### config.mk
export PLATFORM = sky130hd
export DESIGN_NAME = gen_ram_arbiter
export DESIGN_NICKNAME = d
export VERILOG_FILES = /design/src/rtl/gen_ram_arbiter.sv
export SDC_FILE = /design/constraint.sdc
export NUM_CORES = 1
export LEC_CHECK = 0
export ABC_AREA = 0
export ABC_CLOCK_PERIOD_IN_PS = 4700
export CORE_MARGIN = 5
export CORE_UTILIZATION = 35
export CTS_CLUSTER_SIZE = 25
export DETAILED_ROUTE_END_ITERATION = 7
export PLACE_DENSITY = 0.88
export SLEW_MARGIN = 20
export SYNTH_ARGS = -nofsm -noshare
export SYNTH_HDL_FRONTEND = slang
export SYNTH_SLANG_ARGS = --single-unit
export TNS_END_PERCENT = 30
### constraint.sdc
create_clock -name clk -period 4.7 [get_ports clk]
set_input_delay 0.94 -clock clk [delete_from_list [all_inputs] [get_ports clk]]
set_output_delay 0.94 -clock clk [all_outputs]
set_load 0.05 [all_outputs]
### src/rtl/gen_ram_arbiter.sv
// gen_ram_arbiter: two-requester arbiter sharing one single-port gen_ram, with lock for atomic RMW.
// GEN_RAM_ARB_RR_EN selects round-robin ties instead of fixed priority with a port-1 starvation guard.
module gen_ram_arbiter #(
   parameter int dWidth   = 8,
   parameter int aWidth   = 10,
   parameter int MAX_WAIT = 15
) (
   input  logic              clk,
   input  logic              reset,
   input  logic              p0_req,
   input  logic              p0_we,
   input  logic [aWidth-1:0] p0_addr,
   input  logic [dWidth-1:0] p0_d,
   input  logic              p0_lock,
   output logic              p0_gnt,
   output logic              p0_rvalid,
   output logic [dWidth-1:0] p0_rdata,
   input  logic              p1_req,
   input  logic              p1_we,
   input  logic [aWidth-1:0] p1_addr,
   input  logic [dWidth-1:0] p1_d,
   input  logic              p1_lock,
   output logic              p1_gnt,
   output logic              p1_rvalid,
   output logic [dWidth-1:0] p1_rdata,
   output logic              ram_cs,
   output logic              ram_we,
   output logic [aWidth-1:0] ram_addr,
   output logic [dWidth-1:0] ram_d,
   input  logic [dWidth-1:0] ram_q
);
   typedef enum logic [1:0] {IDLE, LOCK0, LOCK1} state_t;
   state_t state_q, state_d;
   logic gnt0_q, gnt1_q, cs_q, we_q, rv0_q, rv1_q, we_d;
   logic [aWidth-1:0] addr_q, addr_d;
   logic [dWidth-1:0] d_q, d_d;
   logic e0, e1, sel0, sel1, tie1;
   // a port is masked in its own gnt cycle and while the other port owns the lock
   assign e0   = p0_req & ~gnt0_q & (state_q != LOCK1);
   assign e1   = p1_req & ~gnt1_q & (state_q != LOCK0);
   assign sel1 = e1 & (~e0 | tie1);
   assign sel0 = e0 & ~sel1;
`ifdef GEN_RAM_ARB_RR_EN
   logic last_q, last_d;
   assign last_d = sel1 | (last_q & ~sel0);
   assign tie1   = ~last_q;
   always_ff @(posedge clk) last_q <= reset | last_d;
`else
   logic [7:0] wait_q, wait_d;
   assign tie1   = wait_q == 8'(MAX_WAIT);
   assign wait_d = (~p1_req | gnt1_q) ? 8'd0 : tie1 ? wait_q : wait_q + 8'd1;
   always_ff @(posedge clk) wait_q <= reset ? 8'd0 : wait_d;
`endif
   always_comb begin
      state_d = state_q;
      case (state_q)
         IDLE:    state_d = sel0 & p0_lock ? LOCK0 : sel1 & p1_lock ? LOCK1 : IDLE;
         LOCK0:   state_d = ~p0_lock & (sel0 | ~gnt0_q) ? IDLE : LOCK0;
         LOCK1:   state_d = ~p1_lock & (sel1 | ~gnt1_q) ? IDLE : LOCK1;
         default: state_d = IDLE;
      endcase
      we_d   = sel1 ? p1_we : sel0 & p0_we;
      addr_d = sel1 ? p1_addr : sel0 ? p0_addr : addr_q;
      d_d    = sel1 ? p1_d : sel0 ? p0_d : d_q;
   end
   always_ff @(posedge clk) begin
      if (reset) begin
         state_q <= IDLE;
         gnt0_q  <= 1'b0;
         gnt1_q  <= 1'b0;
         cs_q    <= 1'b0;
         we_q    <= 1'b0;
         addr_q  <= '0;
         d_q     <= '0;
         rv0_q   <= 1'b0;
         rv1_q   <= 1'b0;
      end else begin
         state_q <= state_d;
         gnt0_q  <= sel0;
         gnt1_q  <= sel1;
         cs_q    <= sel0 | sel1;
         we_q    <= we_d;
         addr_q  <= addr_d;
         d_q     <= d_d;
         rv0_q   <= gnt0_q & ~we_q;
         rv1_q   <= gnt1_q & ~we_q;
      end
   end
   assign p0_gnt    = gnt0_q;
   assign p1_gnt    = gnt1_q;
   assign p0_rvalid = rv0_q;
   assign p1_rvalid = rv1_q;
   assign p0_rdata  = rv0_q ? ram_q : '0;
   assign p1_rdata  = rv1_q ? ram_q : '0;
   assign ram_cs    = cs_q;
   assign ram_we    = we_q;
   assign ram_addr  = addr_q;
   assign ram_d     = d_q;
endmodule

[Word level (Yosys, flattened, before mapping)]
Cells that the tools add are included.
Word-level totals
  flip-flop bits (word level): 34
  bits in latches: 0
  memory bits (writable): 0
  ROM bits: 0
  input bits: 52
  output and inout port bits: 40
  word-level logic and storage cells: 57
  memories kept: 0
Operators by class
  add/sub/neg operators: 1
  multiply operators: 0
  divide/modulo/power cells: 0
  $lt $le $gt $ge: 0
  equality and inequality tests: 5
  shift-type cells: 0
  multiplexer cells: 12
  bitwise gates (word level): 26
  reductions and logical operators: 3
Operators with widths (count)
  $mux W8: 4
  $mux W10: 2
  $and A1 B1 Y1: 13
  $add A8 B1 Y8 const B: 1
  $eq A8 B4 Y1 const B: 1
  $not A1 Y1: 8
  $mux W2: 3
  $pmux W2 S3: 1
  $or A1 B1 Y1: 5
  $eq A2 B1 Y1 const B: 1
  $eq A2 B2 Y1 const B: 1
  $logic_not A2 Y1: 1
  $mux W1: 2
  $ne A2 B1 Y1 const B: 1
  $ne A2 B2 Y1 const B: 1
  $reduce_bool A2 Y1: 1
  $reduce_or A2 Y1: 1

[Depth between registers and ports, before layout]
Gate-level depths: netlist of the first run.
  depth after elaboration: 12
  depth in mapped cells: 7
  gate-level depth less buffers: 6

[Worst setup path before layout of the first run]
No wires, ideal clock.
  kind: input -> output
  start: input port ram_q[7]
  end: output port p0_rdata[7]
  arrival: 1352 ps
  required time: 3760 ps
  setup slack: 2408 ps
  stages: 1
  path buffers: 0
  cell sequence: and2_1
On the way
  longest elaborated chain between the ends: 1
Ends and longest elaborated chain
  start, declared: line 30  | input logic [dWidth-1:0] ram_q
  $mux W8: line 93  | assign p0_rdata = rv0_q ? ram_q : '0;
  end, declared: line 17  | output logic [dWidth-1:0] p0_rdata,
No other way between the ends.

[Final worst setup path of the first run]
  start: input port ram_q[7]
  end: output port p1_rdata[7]
On the way
  longest elaborated chain between the ends: 1
Ends and longest elaborated chain
  $mux W8: line 94  | assign p1_rdata = rv1_q ? ram_q : '0;
  end, declared: line 25  | output logic [dWidth-1:0] p1_rdata,
No other way between the ends.

==> key figures, run 1 <==
Outcome
  – Status: finished, final reports clean

Cells and area
  – Share of cells above drive strength 1: 7.05%
  – Layout net count: 293
  – Commonest non-fill, non-tap cell in the layout: clkdlybuf4s50_1
  – Ant. Diodes: 0
  – Area growth syn-to-layout: 66.4%
  – Filler cell count in the final layout: 387
  – Final Util: 59.4%
  – Commonest non-fill, non-tap cells in the layout: 91 x clkdlybuf4s50_1, 34 x dfxtp_1, 18 x mux2i_1, 18 x o2bb2ai_1, 16 x and2_1

Timing
  – RSZ-0062 raised after global routing: no
  – Final Hold Vio Count: 0
  – Final setup fails: 0
  – Worst Tran Pin Value: 0.761 ns
  – Slew HR: 49.2%
  – Clock Skew: 0.00300 ns
  – Final period utilization: 69.8%
  – Fin worst setup slack: 1.42 ns
  – Fmax: 305 MHz
  – Fin crit period: 3.28 ns
  – Max-slew violations: 0
  – Setup TNS: 0 ns

Setup path
  – Crit path kind: in2out
  – CP Launch Point: ram_q[7]
  – Critical path startpoint category: input pin
  – Worst setup EP type: output pin
  – Crit Reg-Reg Startpoint: wait_q[0]
  – CP Max Fanout: 2
  – CP Data Required Time: 3.76 ns
  – Worst EP arrival: 2.34 ns

Placed design
  – Global placement routability congestion: 0.767
  – Port bufs: 91
  – Detailed Place HPWL: 3180 microns
  – DP Worst Slack: 1.42 ns

Floorplanning
  – Initial core utilization: 35.7%
  – Top-Level Pins: 92
  – Chip height: 76.4 microns
  – Die Area: 5840 sq um
  – Placeable Area: 4320 sq um
  – Die Wd: 76.4 microns
  – Row cnt: 24

Synthesis
  – Synth Warn #: 0
  – Distinct cells, synth: 33
  – Cells after synthesis: 148
  – Syn Std Cell Area: 1540 sq um
  – Seq/Total Area, Yosys: 44.1%
  – Syn_area_per_cell: 10.4 sq um
  – Seq cells post-synth: 34
  – Syn_nets: 201

Routing
  – Drt wl/cell: 13.5 microns
  – Drt via density: 4.84
  – Total wire length: 3970 microns
  – Antenna violation net count after detailed routing: 0
  – Detailed Route Iter0 Violations: 31
  – Pre-Repair DR Iteration Count: 4
  – Drt drc: 0
  – Via total after detailed routing: 1417

Global routing
  – Aggregate global-route resource usage: 13.3%
  – Initial antenna violation count: 0
  – First-pass GRT wire length: 6530 microns
  – Number of global-route vias before repair: 1466
  – Gr ovfl total: 0
  – Largest net degree at the start of global routing: 21

Clocking
  – CTS root buf: clkbuf_8
  – Clock latency reported for the late side of the worst-skew pair: 0.27 ns
  – CTS sink cnt: 34
  – CTS buffer count: 5
  – CTS Hold Buffers Added: 0
  – CTS resizes: 0
  – H-Tree Level Count: 2
  – Setup repair bufs after CTS: 0
  – CTS tree: yes
  – CTS Buffer Depth: 2
  – Clock slew at reported path FFs: 0.07 ns

Power
  – Worst vdd ir: 199 uV
  – Pleak: 0.999 nW
  – Power Density: 298 nW/um^2

Job
  – MaxCap Viol Count: 0

Hold path
  – Worst hold start: ram_we
  – Worst hold path type: reg2reg
-- metrics by stage --
stage | instance area (sq um) | power [mW] | cells | hold WS (ns)
4_1_cts | 2570 | 0.777 | 293 | 0.448
3_5_place_dp | 2470 | 0.560 | 285 | 0.439
5_1_grt | 2570 | 0.799 | 293 | 0.470
2_1_floorplan | 1540 | 0.465 | 148 | 0.422
3_3_place_gp | 2470 | 0.557 | 285 | 0.437
6_report | 2570 | 0.767 | 293 | 0.447
-- critical path, stage by stage --
cell and delay (ns):
clkdlybuf4s50_1 0.47, and2_1 0.13, clkdlybuf4s50_1 0.80
-- registers in the layout, indices dropped and copies added, names as in the netlist --
signal     count
state_q        2
ram_we         1
p0_gnt         1
wait_q         8
ram_addr      10
ram_d          8
p0_rvalid      1
ram_cs         1
p1_rvalid      1
p1_gnt         1
-- cells in the mapped netlist (all sizes together) --
cell type / count / area (sq um)
a211oi: 3 / 22.5
a21oi: 6 / 30.0
a22oi: 1 / 12.5
and2: 16 / 100
and2b: 1 / 10.0
and3: 1 / 6.26
buf: 5 / 46.3
clkbuf: 2 / 7.51
dfxtp: 34 / 681
ha: 1 / 12.5
inv: 1 / 3.75
mux2i: 18 / 180
nand2: 4 / 15.0
nand2b: 6 / 45.0
nand3: 3 / 15.0
nor2: 6 / 32.5
nor2b: 2 / 12.5
nor3: 3 / 15.0
nor3b: 2 / 15.0
nor4: 1 / 21.3
o211ai: 3 / 22.5
o21ai: 4 / 23.8
o2bb2ai: 18 / 158
or2: 1 / 6.26
or3: 1 / 6.26
xnor2: 4 / 35.0
xor2: 1 / 8.76
-- where the power goes --
part | switching, mW | internal (mW) | total, mW
logic | 0.129 | 0.100 | 0.229
registers | 0.0128 | 0.310 | 0.322
clock network | 0.0977 | 0.118 | 0.215
-- per-layer routing --
layer / part of all wire, % / GRT usage (%) / up-vias / wire length, microns
li1: - / - / 716 / -
met1: 39 / 14.4 / 631 / 1550
met2: 50 / 24.1 / 66 / 1980
met3: 10 / 4.96 / 4 / 404
met4: 0.76 / 3.15 / 0 / 30
met5: 0 / 0 / - / 0
-- kinds of logic after synthesis --
family,after synthesis,share of synthesized area (%)
xor+xnor,5,2.84
buf+inv,8,3.73
simple gates,47,19.4
flops,34,44.1
fa+ha+maj,1,0.810
compound gates,35,17.4
mux,18,11.7
-- area by class of cell --
type	count	area, sq um	area share [%]
inverters	1	3.75	0.146
flip-flops and latches	34	681	26.5
repair buffers	92	918	35.8
clock buffers	6	82.6	3.21
well taps	52	65.1	2.53
clock inverters	2	12.5	0.487
multi-input cells	106	806	31.4
-- path summary, 6_finish.rpt --
path                  to  slack, ns  cells after the start
min reg2reg    p1_rvalid       0.45                      1
max reg2reg     ram_d[1]       2.79                      7
max          p1_rdata[7]       1.42                      3
min            p1_rvalid       0.45                      1
No activity file was read; power rests on OpenSTA's default activity.
==> inputs of run 2 (changes only) <==
--- a/config.mk
+++ b/config.mk
@@ -6,12 +6,12 @@
 export NUM_CORES = 1
 export LEC_CHECK = 0
 export ABC_AREA = 0
-export ABC_CLOCK_PERIOD_IN_PS = 4700
+export ABC_CLOCK_PERIOD_IN_PS = 2800
 export CORE_MARGIN = 5
-export CORE_UTILIZATION = 35
+export CORE_UTILIZATION = 34
 export CTS_CLUSTER_SIZE = 25
 export DETAILED_ROUTE_END_ITERATION = 7
-export PLACE_DENSITY = 0.88
+export PLACE_DENSITY = 0.89
 export SLEW_MARGIN = 20
 export SYNTH_ARGS = -nofsm -noshare
 export SYNTH_HDL_FRONTEND = slang
==> constraint.sdc (replaced) <==
create_clock -name clk -period 2.8 [get_ports clk]
set_input_delay 0.56 -clock clk [delete_from_list [all_inputs] [get_ports clk]]
set_output_delay 0.56 -clock clk [all_outputs]
set_load 0.05 [all_outputs]
==> key figures, run 2 (same netlist as run 1, synthesis figures left out) <==
Outcome
  – Status: finished, final reports clean

Setup path
  – Worst path depth: 1 (-2)
  – Worst setup EP type: output pin
  – CP Max Fanout: 9 (+7)
  – CP cell instances: clkdlybuf4s50_1
  – Top delay family on crit path: buffers and inverters
  – CP Launch Point: p0_rvalid
  – Crit Reg-Reg Startpoint: wait_q[0]
  – FF-to-FF path depth: 7 (unchanged)
  – Critical path startpoint category: register
  – CP Buf/Inv Count: 1 (-1)
  – Crit path kind: reg2out
  – FF-to-FF setup slack: 0.89 ns (-1.90 ns)
  – CP Data Required Time: 2.24 ns (-1.52 ns)
  – Slowest stage cell on the critical path: clkdlybuf4s50_1
  – Worst EP arrival: 1.56 ns (-0.78 ns)
  – CP endpoint: p0_rvalid
  – Reg2reg end: ram_d[6]
  – Crit-path max cell delay: 0.85 ns (+0.05 ns)

Timing
  – Final period utilization: 75.8%
  – Final Hold Vio Count: 0 (unchanged)
  – Slew HR: 50.5% (+1.3 points)
  – Setup TNS: 0 ns (unchanged)
  – Fin crit period: 2.12 ns
  – Fmax: 471 MHz
  – RSZ-0062 raised after global routing: no
  – Max-slew violations: 0 (unchanged)
  – Clock Skew: 0.00761 ns (+0.00461 ns)
  – Final setup fails: 0 (unchanged)
  – Worst Tran Pin Value: 0.742 ns (-0.0185 ns)

Hold path
  – Worst hold path type: reg2reg
  – Hold depth: 1 (unchanged)

Routing
  – Drt via density: 5.00 (+3.3%)
  – Detailed Route Iter0 Violations: 43 (+39%)
  – Drt drc: 0 (unchanged)
  – Antenna violation net count after detailed routing: 0 (unchanged)
  – Pre-Repair DR Iteration Count: 4 (unchanged)
  – Via total after detailed routing: 1469 (+3.7%)
  – Drt wl/cell: 15.1 microns (+11%)
  – Total wire length: 4430 microns (+12%)

Global routing
  – Number of global-route vias before repair: 1483 (+1.2%)
  – Gr ovfl total: 0 (unchanged)
  – Largest net degree at the start of global routing: 21 (unchanged)
  – Aggregate global-route resource usage: 14.1% (+0.81 points)
  – Initial antenna violation count: 0 (unchanged)
  – First-pass GRT wire length: 6840 microns (+4.7%)

Clocking
  – H-Tree Level Count: 2 (unchanged)
  – CTS sink cnt: 34 (unchanged)
  – CTS Hold Buffers Added: 0 (unchanged)
  – CTS buffer count: 5 (unchanged)
  – Setup repair bufs after CTS: 0 (unchanged)
  – CTS Buffer Depth: 2 (unchanged)
  – CTS resizes: 0 (unchanged)
  – CTS tree: yes
  – CTS root buf: clkbuf_8
  – Clock slew at reported path FFs: 0.07 ns (about the same)
  – Clock latency reported for the late side of the worst-skew pair: 0.28 ns (about the same)

Cells and area
  – Share of cells above drive strength 1: 14.0% (+7.0 points)
  – Area growth syn-to-layout: 67.3%
  – Largest register FFs: 10 (unchanged)
  – Commonest non-fill, non-tap cells in the layout: 75 x clkdlybuf4s50_1, 34 x dfxtp_1, 18 x mux2i_1, 18 x o2bb2ai_1, 18 x buf_4
  – Layout net count: 294 (+0.34%)
  – Filler cell count in the final layout: 389 (+0.52%)
  – Ant. Diodes: 0 (unchanged)
  – Final Util: 58.9% (-0.47 points)
  – Commonest non-fill, non-tap cell in the layout: clkdlybuf4s50_1

Floorplanning
  – Row cnt: 24 (unchanged)
  – Die Area: 5990 sq um (+2.5%)
  – Top-Level Pins: 92 (unchanged)
  – Initial core utilization: 35.2% (-0.49 points)
  – Die Wd: 77.4 microns (+1.3%)
  – Chip height: 77.4 microns (+1.3%)
  – Placeable Area: 4380 sq um (+1.4%)

Power
  – Sequential power share: 36.6% (-5.4 points)
  – Power Density: 574 nW/um^2 (+92%)
  – Pleak: 1.06 nW (+6.1%)
  – P_sw: 0.416 mW (+74%)
  – Worst vdd ir: 325 uV (+63%)
  – Switching Fraction: 28.0% (-3.2 points)
  – Comb pwr share: 26.2% (-3.7 points)
  – P_int: 1.07 mW (+100%)
  – Clock Power Share: 37.2% (+9.1 points)

Placed design
  – Global placement routability congestion: 0.740 (-3.5%)
  – Detailed Place HPWL: 3450 microns (+8.5%)
  – Port bufs: 91 (unchanged)

Job
  – MaxCap Viol Count: 0 (unchanged)
-- run 2: metrics by stage --
stage	hold slack (ns)	cell area, sq um	setup slack [ns]	power (mW)	cells
after global placement	0.440	2440	0.568	0.935	286
after detailed placement	0.447	2440	0.420	0.942	286
after floorplan	0.422	1540	1.05	0.780	148
final	0.456	2580	0.676	1.48	294
after global routing	0.482	2580	0.538	1.54	294
after CTS	0.458	2580	0.652	1.50	294
-- run 2: power groups by stage --
stage	sequential [mW]	clock, mW	combinational (mW)
global route	0.548	0.587	0.408
finish	0.543	0.551	0.388
detailed placement	0.552	0	0.390
CTS	0.543	0.562	0.391
global placement	0.551	0	0.384
floorplan	0.661	0	0.120
-- run 2: final cells by class --
class                           instances  area [sq um]  area share [%]
Tap cell                               52          65.1            2.52
Multi-Input combinational cell        106           806            31.2
Inverter                                1          3.75           0.145
Clock inverter                          2          60.1            2.32
Clock buffer                            6          82.6            3.20
Timing Repair Buffer                   93           886            34.3
Sequential cell                        34           681            26.3
-- run 2: worst min-delay path by stage --
stage	startpoint	to	slack, ns
4_1_cts	ram_we	p1_rvalid	0.46
3_3_place_gp	ram_we	p0_rvalid	0.44
6_report	ram_we	p1_rvalid	0.46
5_1_grt	ram_we	p1_rvalid	0.48
3_5_place_dp	ram_we	p1_rvalid	0.45
2_1_floorplan	state_q[0]	state_q[1]	0.42
-- run 2: metal layers --
layer / part of all wire, % / up-vias / global-route usage (%)
met4: 1.9 / 0 / 4.64
li1: - / 718 / -
met5: 0 / - / 0
met3: 11 / 10 / 7.18
met1: 36 / 666 / 13.9
met2: 52 / 75 / 25.3
